`src/rtl/morse_pattern_player.sv`:
```
// Plays a latched sequence of Morse symbols on an active-low buzzer pin, with optional auto-repeat.
// Define MORSE_TONE_EN to toggle the pin at a tone rate during marks (passive buzzer).
module morse_pattern_player #(
  parameter int unsigned UNIT_CYC   = 2_500_000,
  parameter int unsigned DOT_UNITS  = 2,
  parameter int unsigned DASH_UNITS = 6,
  parameter int unsigned GAP_UNITS  = 1,
  parameter int unsigned WORD_UNITS = 4,
  parameter int unsigned MAX_SYM    = 16,
  parameter int unsigned TONE_HALF  = 12_500
) (
  input  logic                         CLK,
  input  logic                         RST,
  input  logic                         Start,
  input  logic                         Stop,
  input  logic                         Repeat,
  input  logic [2*MAX_SYM-1:0]         Pattern,
  input  logic [$clog2(MAX_SYM+1)-1:0] Sym_Cnt,
  output logic                         Pin_Out,
  output logic                         Busy,
  output logic                         Done
);

  localparam int unsigned CntW  = $clog2(MAX_SYM + 1);
  localparam int unsigned PreW  = $clog2(UNIT_CYC);
  localparam int unsigned MarkU = (DOT_UNITS > DASH_UNITS) ? DOT_UNITS : DASH_UNITS;
  localparam int unsigned SpcU  = (GAP_UNITS > WORD_UNITS) ? GAP_UNITS : WORD_UNITS;
  localparam int unsigned MaxU  = (MarkU > SpcU) ? MarkU : SpcU;
  localparam int unsigned UnitW = (MaxU < 2) ? 1 : $clog2(MaxU);

  localparam logic [PreW-1:0]  PreLast  = PreW'(UNIT_CYC - 1);
  localparam logic [UnitW-1:0] DotLast  = UnitW'(DOT_UNITS - 1);
  localparam logic [UnitW-1:0] DashLast = UnitW'(DASH_UNITS - 1);
  localparam logic [UnitW-1:0] GapLast  = UnitW'(GAP_UNITS - 1);
  localparam logic [UnitW-1:0] WordLast = UnitW'(WORD_UNITS - 1);
  localparam logic [CntW-1:0]  CntMax   = CntW'(MAX_SYM);

  typedef enum logic [2:0] {
    StIdle,
    StLoad,
    StMark,
    StGap,
    StSpace,
    StFin
  } state_e;

  state_e               state_q, state_d;
  logic [2*MAX_SYM-1:0] pat_q, pat_d;
  logic [CntW-1:0]      cnt_q, cnt_d;
  logic [CntW-1:0]      idx_q, idx_d;
  logic [PreW-1:0]      pre_q, pre_d;
  logic [UnitW-1:0]     unit_q, unit_d;
  logic [UnitW-1:0]     mark_last_q, mark_last_d;
  logic                 pin_q, pin_d;
  logic                 busy_q, busy_d;
  logic                 done_q, done_d;

  logic [1:0]           sym_cur;
  logic [UnitW-1:0]     unit_last;
  logic                 unit_done;

`ifdef MORSE_TONE_EN
  localparam int unsigned ToneW = (TONE_HALF < 2) ? 1 : $clog2(TONE_HALF);
  localparam logic [ToneW-1:0] ToneLast = ToneW'(TONE_HALF - 1);
  logic [ToneW-1:0] tone_q, tone_d;
`endif

  always_comb begin
    sym_cur = 2'b11;
    for (int k = 0; k < MAX_SYM; k++) begin
      if (idx_q == CntW'(k)) sym_cur = pat_q[2*k +: 2];
    end
  end

  always_comb begin
    unit_last = '0;
    case (state_q)
      StMark:  unit_last = mark_last_q;
      StGap:   unit_last = GapLast;
      StSpace: unit_last = WordLast;
      default: unit_last = '0;
    endcase
  end

  assign unit_done = (pre_q == PreLast) && (unit_q == unit_last);

  always_comb begin
    state_d     = state_q;
    pat_d       = pat_q;
    cnt_d       = cnt_q;
    idx_d       = idx_q;
    mark_last_d = mark_last_q;
    pin_d       = pin_q;
    busy_d      = busy_q;
    done_d      = 1'b0;
`ifdef MORSE_TONE_EN
    tone_d      = '0;
`endif

    if (Stop && (state_q != StIdle)) begin
      state_d = StIdle;
      pin_d   = 1'b1;
      busy_d  = 1'b0;
    end else begin
      unique case (state_q)
        StIdle: begin
          if (Start && !Stop) begin
            pat_d   = Pattern;
            cnt_d   = (Sym_Cnt > CntMax) ? CntMax : Sym_Cnt;
            idx_d   = '0;
            busy_d  = 1'b1;
            state_d = StLoad;
          end
        end
        StLoad: begin
          if ((idx_q == cnt_q) || (sym_cur == 2'b11)) begin
            state_d = StFin;
          end else if (sym_cur == 2'b10) begin
            state_d = StSpace;
          end else begin
            mark_last_d = (sym_cur == 2'b00) ? DotLast : DashLast;
            pin_d       = 1'b0;
            state_d     = StMark;
          end
        end
        StMark: begin
`ifdef MORSE_TONE_EN
          if (tone_q == ToneLast) begin
            tone_d = '0;
            pin_d  = ~pin_q;
          end else begin
            tone_d = tone_q + ToneW'(1);
          end
`endif
          if (unit_done) begin
            pin_d   = 1'b1;
            state_d = StGap;
          end
        end
        StGap, StSpace: begin
          if (unit_done) begin
            idx_d   = idx_q + CntW'(1);
            state_d = StLoad;
          end
        end
        StFin: begin
          if (Repeat) begin
            idx_d   = '0;
            state_d = StLoad;
          end else begin
            done_d  = 1'b1;
            busy_d  = 1'b0;
            state_d = StIdle;
          end
        end
        default: begin
          pin_d   = 1'b1;
          busy_d  = 1'b0;
          state_d = StIdle;
        end
      endcase
    end
  end

  // Prescaler and unit counter restart on every state entry so durations are exact.
  always_comb begin
    pre_d  = '0;
    unit_d = '0;
    if ((state_d == state_q) && (state_q != StIdle)) begin
      if (pre_q == PreLast) begin
        unit_d = unit_q + UnitW'(1);
      end else begin
        pre_d  = pre_q + PreW'(1);
        unit_d = unit_q;
      end
    end
  end

  always_ff @(posedge CLK) begin
    if (RST) begin
      state_q     <= StIdle;
      pat_q       <= '0;
      cnt_q       <= '0;
      idx_q       <= '0;
      pre_q       <= '0;
      unit_q      <= '0;
      mark_last_q <= '0;
      pin_q       <= 1'b1;
      busy_q      <= 1'b0;
      done_q      <= 1'b0;
`ifdef MORSE_TONE_EN
      tone_q      <= '0;
`endif
    end else begin
      state_q     <= state_d;
      pat_q       <= pat_d;
      cnt_q       <= cnt_d;
      idx_q       <= idx_d;
      pre_q       <= pre_d;
      unit_q      <= unit_d;
      mark_last_q <= mark_last_d;
      pin_q       <= pin_d;
      busy_q      <= busy_d;
      done_q      <= done_d;
`ifdef MORSE_TONE_EN
      tone_q      <= tone_d;
`endif
    end
  end

  assign Pin_Out = pin_q;
  assign Busy    = busy_q;
  assign Done    = done_q;

endmodule

```
`config.mk`:
```
export PLATFORM = sky130hd
export DESIGN_NAME = morse_pattern_player
export DESIGN_NICKNAME = d
export VERILOG_FILES = /design/src/rtl/morse_pattern_player.sv
export SDC_FILE = /design/constraint.sdc
export NUM_CORES = 1
export LEC_CHECK = 0
export BUFFER_PORTS_ARGS = -buffer_cell sky130_fd_sc_hd__buf_2
export CORE_UTILIZATION = 39
export DETAILED_ROUTE_END_ITERATION = 8
export GPL_ROUTABILITY_DRIVEN = 0
export PLACE_DENSITY = 0.63
export SYNTH_ARGS = -nofsm -noshare
export SYNTH_HDL_FRONTEND = slang
export SYNTH_SLANG_ARGS = --single-unit
```
`constraint.sdc`:
```
create_clock -name CLK -period 7.03 [get_ports CLK]
set_input_delay 0.3515 -clock CLK [delete_from_list [all_inputs] [get_ports CLK]]
set_output_delay 0.3515 -clock CLK [all_outputs]
set_load 0.05 [all_outputs]
```
---- Word-level counts from Yosys, hierarchy flattened ----
Index checks and enable logic that the tools add are counted.
cells by class
  add/subtract/negate cells ............... 3
  $lt $le $gt $ge ......................... 1
  equal/unequal tests ..................... 33
  multiplexer cells ....................... 39
  bitwise operators ....................... 7
  reductions and logical operators ........ 23
operator list
  operator               number
  $eq 5x4->1 const B     8
  $mux 2                 16
  $add 22x1->22 const B  1
  $eq 22x22->1 const B   1
  $mux 3                 7
  $eq 5x3->1 const B     4
  $mux 5                 4
  $pmux 3 s5             1
  $pmux 5 s3             1
  $ne 2x2->1 const B     7
  $eq 5x2->1 const B     2
  $reduce_and 4->1       2
  $reduce_or 4->1        2
  $mux 1                 7
  $not 1->1              7
  $eq 3x2->1 const B     2
  $eq 3x3->1             2
  $eq 3x3->1 const B     2
  $pmux 1 s3             2
  $pmux 3 s2             1
  $reduce_and 3->1       2
  $reduce_bool 3->1      2
  $reduce_or 2->1        3
  $reduce_or 3->1        2
  other kinds (14)       18
word-level totals
  register bits ........................... 76
  output and inout port bits .............. 3

---- Longest topological paths before layout ----
Gate-level depths: netlist (run 1).
  word-level depth ........................ 26
  gate-level depth with buffers ........... 11
  depth with buffers taken out ............ 10

---- Worst setup path after synthesis (run 1) ----
Ideal clock, no wire load.
  path type ............................... register -> register
  start point ............................. register idx_q[1]
  end point ............................... register pin_q (netlist: Pin_Out)
  library setup time ...................... 0.127 ns
  arrival ................................. 2.402 ns
  required time ........................... 6.903 ns
  path slack .............................. 4.501 ns
  stages on the path, launching flop included .. 11
  cells stage by stage .................... dfxtp_1 inv_1 ha_1 clkbuf_1 clkbuf_1 a21oi_1 o41ai_1 a211oi_1 nor3_1 a21oi_1 or3_1
between the ends
  longest elaborated chain between the ends .. 21
ends and longest elaborated chain
  element                       line  RTL
  from (decl)                   50    logic [CntW-1:0] idx_q, idx_d;
  from (signal assigned)        198   idx_q <= idx_d;
  $logic_not 5->1               71    if (idx_q == CntW'(k)) sym_cur = pat_q[2*k +: 2];
  $mux 2 (16 in series)         71
  $eq 2x2->1                    116   if ((idx_q == cnt_q) || (sym_cur == 2'b11)) begin
  $logic_or 1x1->1              116
  $ne 2x2->1 (no line)          --
  $reduce_and 4->1 (no line) *  --
  to (signal assigned)          202   pin_q <= pin_d;
  to (decl)                     54    logic pin_q, pin_d;
Mark *: on every way between the ends. The rest lies on a longest branch, timed or not.
A chain may end at the register's enable or synchronous reset.

---- Final worst setup path (run 1) ----
  start point ............................. register pre_q[0]
  end point ............................... register pre_q[10]
between the ends
  longest elaborated chain between the ends .. 9
ends and longest elaborated chain
  element                           line      RTL
  from (decl)                       51        logic [PreW-1:0] pre_q, pre_d;
  from (signal assigned)            199       pre_q <= pre_d;
  $eq 22x22->1                      85, 170
  $logic_and 1x1->1                 85        assign unit_done = (pre_q == PreLast) && (unit_q == unit_last);
  $mux 3, on equally long branches  141, 135
  $pmux 3 s5                        105       unique case (state_q)
  $mux 3                            100       if (Stop && (state_q != StIdle)) begin
  $eq 3x3->1                        169       if ((state_d == state_q) && (state_q != StIdle)) begin
  $logic_and 1x1->1                 169
  $not 1->1 (no line)               --
  $reduce_or 3->1 (no line)         --
Several ways; a longest one is shown, not always the timed one.

==> flow_summary_export.csv, run 1 <==
group,metric,value,unit
outcome,outcome,"complete, no violations",
finish,n_antenna_cell,0,
grt,grt_usage,0.181,
timing,setup_violations,0,
timing,slew-limit-headroom,0.349,
detailed_routing,initialDrtViolationCount,144,
synth,syn_avg_cell_area,7.65,µm²
finish,areaGrowthSynthToFinish,12.8,%
setup_path,cp-end-kind,"flop",
detailed_routing,ant_nets,0,
clocking,clock_sinks,75,
grt,grt_max_degree,51,
detailed_routing,totalWireLength,8.58,mm
synth,ys_types,56,
timing,worst_pin_slew,0.968,ns
clocking,cts_hold_buf,0,
grt,gr-total-overflow,0,
synth,synth_common_cells,"nand2_1 (95), dfxtp_1 (75), a21oi_1 (58)",
detailed_routing,num_vias,3452,
grt,grt_pass1_wl,14.6,mm
finish,final_area,0.00427,mm²
floorplanning,ioPinCount,45,
floorplanning,num_rows,35,
pwr,power,0.853,mW
synth,netlist_area,0.00379,mm²
synth,yosys.area.top_type,"dfxtp_1",
setup_path,cp_top_family,"simple AND/OR/NAND/NOR gates",
hold_path,worst_hold_path.num_cells,2,
detailed_routing,avgViaCountPerCell,5.25,
setup_path,required,7.22,ns
synth,yosysMostFrequentCell,"nand2_1",
placement,hpwl,5.86,mm
synth,ys_ff_latch,75,
detailed_routing,drc,0,
placement,portBuffers,44,
pwr,pwr-share-clk,0.383,
synth,yosysWarnings,0,
synth,synth.area.top_cells,"dfxtp_1 (40%), nand2_1 (9.4%), a21oi_1 (7.7%)",
pwr,p_switching,0.222,mW
setup_path,crit_chain,"ha_1 -> nand4_1 -> or4_1 -> nor4_2 -> a21oi_1 -> o21ai_2 -> nor3_1",
run,drv_cap,0,
timing,fin_crit_sh,0.500,
pwr,p_int,0.631,mW
setup_path,slowest_delay,0.85,ns
grt,first_global_vias,3174,
setup_path,slowest_stage,"nor4_2",
pwr,leakage,1.54,nW
floorplanning,fp.dieW,101,µm
detailed_routing,wl_per_cell,13.1,µm
timing,fin_skew,0.00719,ns
synth,ys_seq_area_frac,0.397,
synth,synth_ff_type,"dfxtp_1",
finish,layout-drive-gt1-share,0.140,
timing,hold_viol,0,
clocking,cts_htree_levels,3,
pwr,p_per_area,200,mW/mm²
setup_path,critical_path_class,"flop to flop",
floorplanning,start_util,0.406,
timing,setup_slack,3.52,ns
detailed_routing,drtPass1Iterations,4,
timing,slew_viol_final,0,
timing,tns,0,ns
grt,antenna_found_initial,0,
setup_path,cp_max_fo,25,
pwr,seqPwrFrac,0.526,
setup_path,worst-path-buf-inv,0,
floorplanning,coreArea,0.00933,mm²
placement,post_dp_cell_area,0.00408,mm²
clocking,cts_setup_buffers,0,
synth,syn-num-nets,544,
clocking,clock_path_buffers,2,
clocking,cts_tree,"yes",
pwr,combPwrFrac,0.091,
pwr,vdd_drop_max,0.0889,mV
setup_path,cp-start-kind,"flop",
timing,fin_crit,3.51,ns
clocking,cts_root_buf,"clkbuf_8",
clocking,ctsResizeCount,0,
synth,netlist.area_leader.share,0.397,
clocking,clock_latency,0.35,ns
finish,n_fill_cell,971,
synth,ys_async_sr_fraction,0,
pwr,switching_share,0.260,
hold_path,hold_class,"input port to flop",
timing,fmax,0.285,GHz
synth,synth_edf_count,0,
finish,finalNetCount,572,
synth,synthCells,495,
floorplanning,die_area,0.0101,mm²
setup_path,crit_cells,7,
setup_path,r2r_cells,7,
clocking,clk_pin_slew,0.08,ns
setup_path,crit_arrival,3.71,ns
floorplanning,dieHeight,101,µm
clocking,numCtsBuffers,9,
timing,rsz0062_at_grt,"no",
placement,preCtsSetupSlack,3.51,ns
==> flip-flops by register name, indices dropped and copies added, names as in the netlist <==
| register | count |
|---|---|
| cnt_q | 5 |
| idx_q | 5 |
| state_q | 3 |
| pre_q | 22 |
| mark_last_q | 2 |
| Done | 1 |
| unit_q | 3 |
| pat_q | 32 |
| Busy | 1 |
| Pin_Out | 1 |
==> worst reg2reg max path, delay by kind of cell, from the launching register on <==
family / cells / cell delay [ns]
simple gates: 4 / 1.78
fa+ha+maj: 1 / 0.22
compound gates: 2 / 0.99
flops: 1 / 0.37
==> routing by layer <==
metal | up-vias | share of wire | track usage
met3 | 8 | 0.050 | 0.0479
met1 | 1589 | 0.51 | 0.250
met4 | 0 | 0.0073 | 0.0446
li1 | 1770 | - | -
met2 | 85 | 0.43 | 0.280
met5 | - | 0 | 0
==> final cells by class <==
class	count	area, µm²	area share
clock buffer	9	124	0.0290
clock inverter	7	68.8	0.0161
inverter	17	63.8	0.0149
multi-input combinational	373	2110	0.494
sequential	75	1500	0.352
tap	129	161	0.0378
timing repair buffer	47	243	0.0569
==> stage by stage <==
stage / hold WS (ns) / instances / util
3_5_place_dp: 0.445 / 641 / 0.437
3_3_place_gp: 0.446 / 641 / 0.437
2_1_floorplan: 0.428 / 495 / -
4_1_cts: 0.215 / 657 / 0.458
6_report: 0.224 / 657 / 0.458
5_1_grt: 0.225 / 657 / 0.458
==> power groups by stage <==
stage          clock network (mW)  logic, mW  registers (mW)
6_report                    0.327     0.0779           0.448
5_1_grt                     0.351     0.0889           0.450
4_1_cts                     0.334     0.0782           0.448
3_5_place_dp                    0     0.0779           0.458
3_3_place_gp                    0     0.0770           0.458
2_1_floorplan                   0     0.0539           0.455
==> kinds of logic (layout without fill, tap and decap cells) <==
| family | after synthesis | in the layout | synth area share |
|---|---|---|---|
| AND/OR/NAND/NOR | 227 | 227 | 0.284 |
| AO/OA/AOI/OAI | 108 | 108 | 0.175 |
| flip-flops | 75 | 75 | 0.397 |
| buffers and inverters | 47 | 80 | 0.0486 |
| XOR/XNOR | 28 | 28 | 0.0648 |
| adder cells (fa/ha/maj) | 7 | 7 | 0.0231 |
| multiplexers | 3 | 3 | 0.00793 |
==> final timing paths <==
check                            endpoint       from  slack (ns)
worst max-delay path            pre_q[10]   pre_q[0]        3.52
worst min-delay path                 Done     Repeat        0.22
worst max register to register  pre_q[10]   pre_q[0]        3.52
worst min register to register  pat_q[29]  pat_q[29]        0.45
==> layout by cell type, fill, tap and decap left out, types with 4 or more instances in the layout <==
cell      count
nor2_1       48
buf_2        44
xor2_1       13
clkbuf_8      9
a221oi_1      4
a22oi_1       4
dfxtp_1      75
and3_1        9
nand3b_1      6
nand2_1      95
nand3_1      12
nor3_1       18
nor3b_1       4
nor4_1        5
a21oi_1      58
nor2b_1       7
o21ai_0      12
ha_1          7
nand4_1       5
xnor2_1      15
a211oi_1      6
inv_1        17
No activity file was read; power rests on OpenSTA's default activity.
==> inputs of run 2 (changes only) <==
--- a/config.mk
+++ b/config.mk
@@ -5,6 +5,7 @@
 export SDC_FILE = /design/constraint.sdc
 export NUM_CORES = 1
 export LEC_CHECK = 0
+export ABC_AREA = 1
 export BUFFER_PORTS_ARGS = -buffer_cell sky130_fd_sc_hd__buf_2
 export CORE_UTILIZATION = 39
 export DETAILED_ROUTE_END_ITERATION = 8
==> constraint.sdc (replaced) <==
create_clock -name CLK -period 3.35 [get_ports CLK]
set_input_delay 0.1675 -clock CLK [delete_from_list [all_inputs] [get_ports CLK]]
set_output_delay 0.1675 -clock CLK [all_outputs]
set_load 0.05 [all_outputs]
==> run 2 against run 1 <==
  * Sequential share of layout area shrank 2.1 points
  * Synthesized cell count increased by 15%
  * Count of clock-buffer cells in the layout up 3
  * Sequential cell count did not move
  * Worst hold slack lost 0.16 ns
  * Critical path depth grew 19
  * Die area increased by 6.1%
  * Maximum frequency increased by 16%
  * Wire length shrank 2.2%
  * Non-clock buffer count is 2 higher
  * Total power rose to 3.1 times the previous value
  * Critical path type unchanged
==> flow_summary_export.csv, run 2 <==
group,metric,value,unit
detailed_routing,totalWireLength,8.39,mm
synth,ys_seq_area_frac,0.373,
detailed_routing,initialDrtViolationCount,115,
setup_path,critical_path_class,"flop to flop",
floorplanning,start_util,0.408,
hold_path,hold_class,"input port to flop",
floorplanning,fp.dieW,104,µm
synth,ys_ff_latch,75,
finish,top_regs,"pat_q: 32 flops, pre_q: 22 flops",
grt,grt_pass1_wl,14.7,mm
placement,post_dp_cell_area,0.00437,mm²
timing,rsz0062_at_grt,"no",
floorplanning,die_area,0.0107,mm²
synth,synth_ff_type,"dfxtp_1",
detailed_routing,drtPass1Iterations,4,
setup_path,cp_max_fo,22,
finish,layout-drive-gt1-share,0.185,
grt,first_global_vias,3430,
timing,fin_crit_sh,0.902,
synth,synth_edf_count,0,
finish,areaGrowthSynthToFinish,13.0,%
synth,yosys.area.top_type,"dfxtp_1",
clocking,clk_pin_slew,0.07,ns
synth,syn-num-nets,617,
clocking,cts_htree_levels,3,
synth,yosysMostFrequentCell,"nor2_1",
finish,layout_commonest_cell,"nor2_1",
clocking,clock_path_buffers,2,
detailed_routing,drc,0,
synth,yosysWarnings,0,
floorplanning,ioPinCount,45,
finish,layout_common_cells,"nor2_1 (98), nand2_1 (94), dfxtp_1 (75), inv_1 (62), o21ai_0 (48)",
timing,hold_viol,0,
synth,ys_types,40,
finish,n_antenna_cell,0,
floorplanning,coreArea,0.00986,mm²
detailed_routing,wl_per_cell,11.2,µm
setup_path,crit_arrival,3.26,ns
timing,slew-limit-headroom,0.615,
timing,fmax,0.331,GHz
setup_path,crit_path_frequent_cell,"nand2_1",
finish,finalNetCount,662,
grt,gr-total-overflow,0,
clocking,clock_sinks,75,
detailed_routing,avgViaCountPerCell,4.78,
placement,portBuffers,44,
clocking,numCtsBuffers,9,
finish,largest_reg_flops,32,
setup_path,cp-start-kind,"flop",
synth,synth.area.top_cells,"dfxtp_1 (37%), nor2_1 (9.1%), nand2_1 (8.8%)",
finish,final_area,0.00455,mm²
grt,grt_usage,0.170,
grt,grt_max_degree,41,
synth,ys_async_sr_fraction,0,
timing,slew_viol_final,0,
detailed_routing,num_vias,3585,
floorplanning,num_rows,36,
outcome,outcome,"complete, no violations",
timing,tns,0,ns
synth,synthCells,568,
timing,fin_skew,0.00886,ns
pwr,leakage,1.82,nW
setup_path,slowest_delay,0.35,ns
placement,hpwl,6.41,mm
timing,setup_violations,0,
synth,synth_common_cells,"nor2_1 (98), nand2_1 (94), dfxtp_1 (75)",
detailed_routing,ant_nets,0,
finish,regMostFlops,"pat_q",
synth,netlist_area,0.00402,mm²
clocking,cts_tree,"yes",
setup_path,slowest_stage,"clkbuf_8",
clocking,clock_latency,0.36,ns
run,drv_cap,0,
synth,syn_avg_cell_area,7.08,µm²
clocking,cts_hold_buf,0,
pwr,p_per_area,590,mW/mm²
timing,fin_crit,3.02,ns
floorplanning,dieHeight,104,µm
timing,worst_pin_slew,0.571,ns
grt,antenna_found_initial,0,
clocking,cts_root_buf,"clkbuf_8",
finish,final_core_util,0.461,
setup_path,required,3.58,ns
setup_path,cp-end-kind,"flop",
pwr,vdd_drop_max,0.386,mV
synth,netlist.area_leader.share,0.373,
-- run 2: worst max-delay path: cells and delay by family, from the launching register on --
kind                     cells  cell delay, ns
AO/OA/AOI/OAI                1            0.19
AND/OR/NAND/NOR             20            1.51
adder cells (fa/ha/maj)      1            0.22
buffers and inverters        4            0.62
flip-flops                   1            0.34
-- run 2: per-layer routing --
metal	GRT usage	part of all wire
met1	0.185	0.45
met4	0.0901	0.035
met2	0.302	0.48
met3	0.0441	0.031
met5	0	0
-- run 2: kinds of logic after synthesis --
logic type	count (synthesis)	synth area share
AOI/OAI and AO/OA	77	0.104
xor gates and xnor gates	24	0.0523
adders and majority gates	7	0.0218
buffers and inverters	90	0.0884
DFF	75	0.373
muxes	1	0.00249
and+or+nand+nor	294	0.358
-- run 2: worst paths after layout --
check | start | end | slack [ns] | depth (start not counted)
worst max-delay path | idx_q[1] | pre_q[0] | 0.33 | 26
worst max register to register | idx_q[1] | pre_q[0] | 0.33 | 26
worst min register to register | pre_q[0] | pre_q[0] | 0.46 | 1
worst min-delay path | Pattern[12] | pat_q[12] | 0.06 | 3
-- run 2: final cells by class --
class	count	area, µm²
Multi-Input combinational cell	403	2170
Sequential cell	75	1500
Clock buffer	12	145
Clock inverter	3	15.0
Tap cell	133	166
Inverter	75	284
Timing Repair Buffer	49	264
Fill cell	1031	5320
-- run 2: what timing repair did --
action                                  CTS  global route
endpoints found under the setup margin    0            22
buffers inserted                          0             0
gates resized for setup                   0             3
-- run 2: stage by stage --
step | std cells | hold slack [ns] | power [mW] | setup slack (ns)
after floorplan | 568 | 0.310 | 1.89 | 0.828
after global placement | 735 | 0.416 | 2.09 | 0.296
after detailed placement | 735 | 0.422 | 2.11 | 0.148
after CTS | 750 | 0.0381 | 2.71 | 0.120
after global routing | 750 | 0.0617 | 2.91 | 0.00255
final | 750 | 0.0597 | 2.68 | 0.327
-- run 2: power by group --
part	internal [mW]	switching, mW	total [mW]
Combinational	0.339	0.659	0.998
Clock	0.281	0.306	0.587
Sequential	1.01	0.0867	1.10
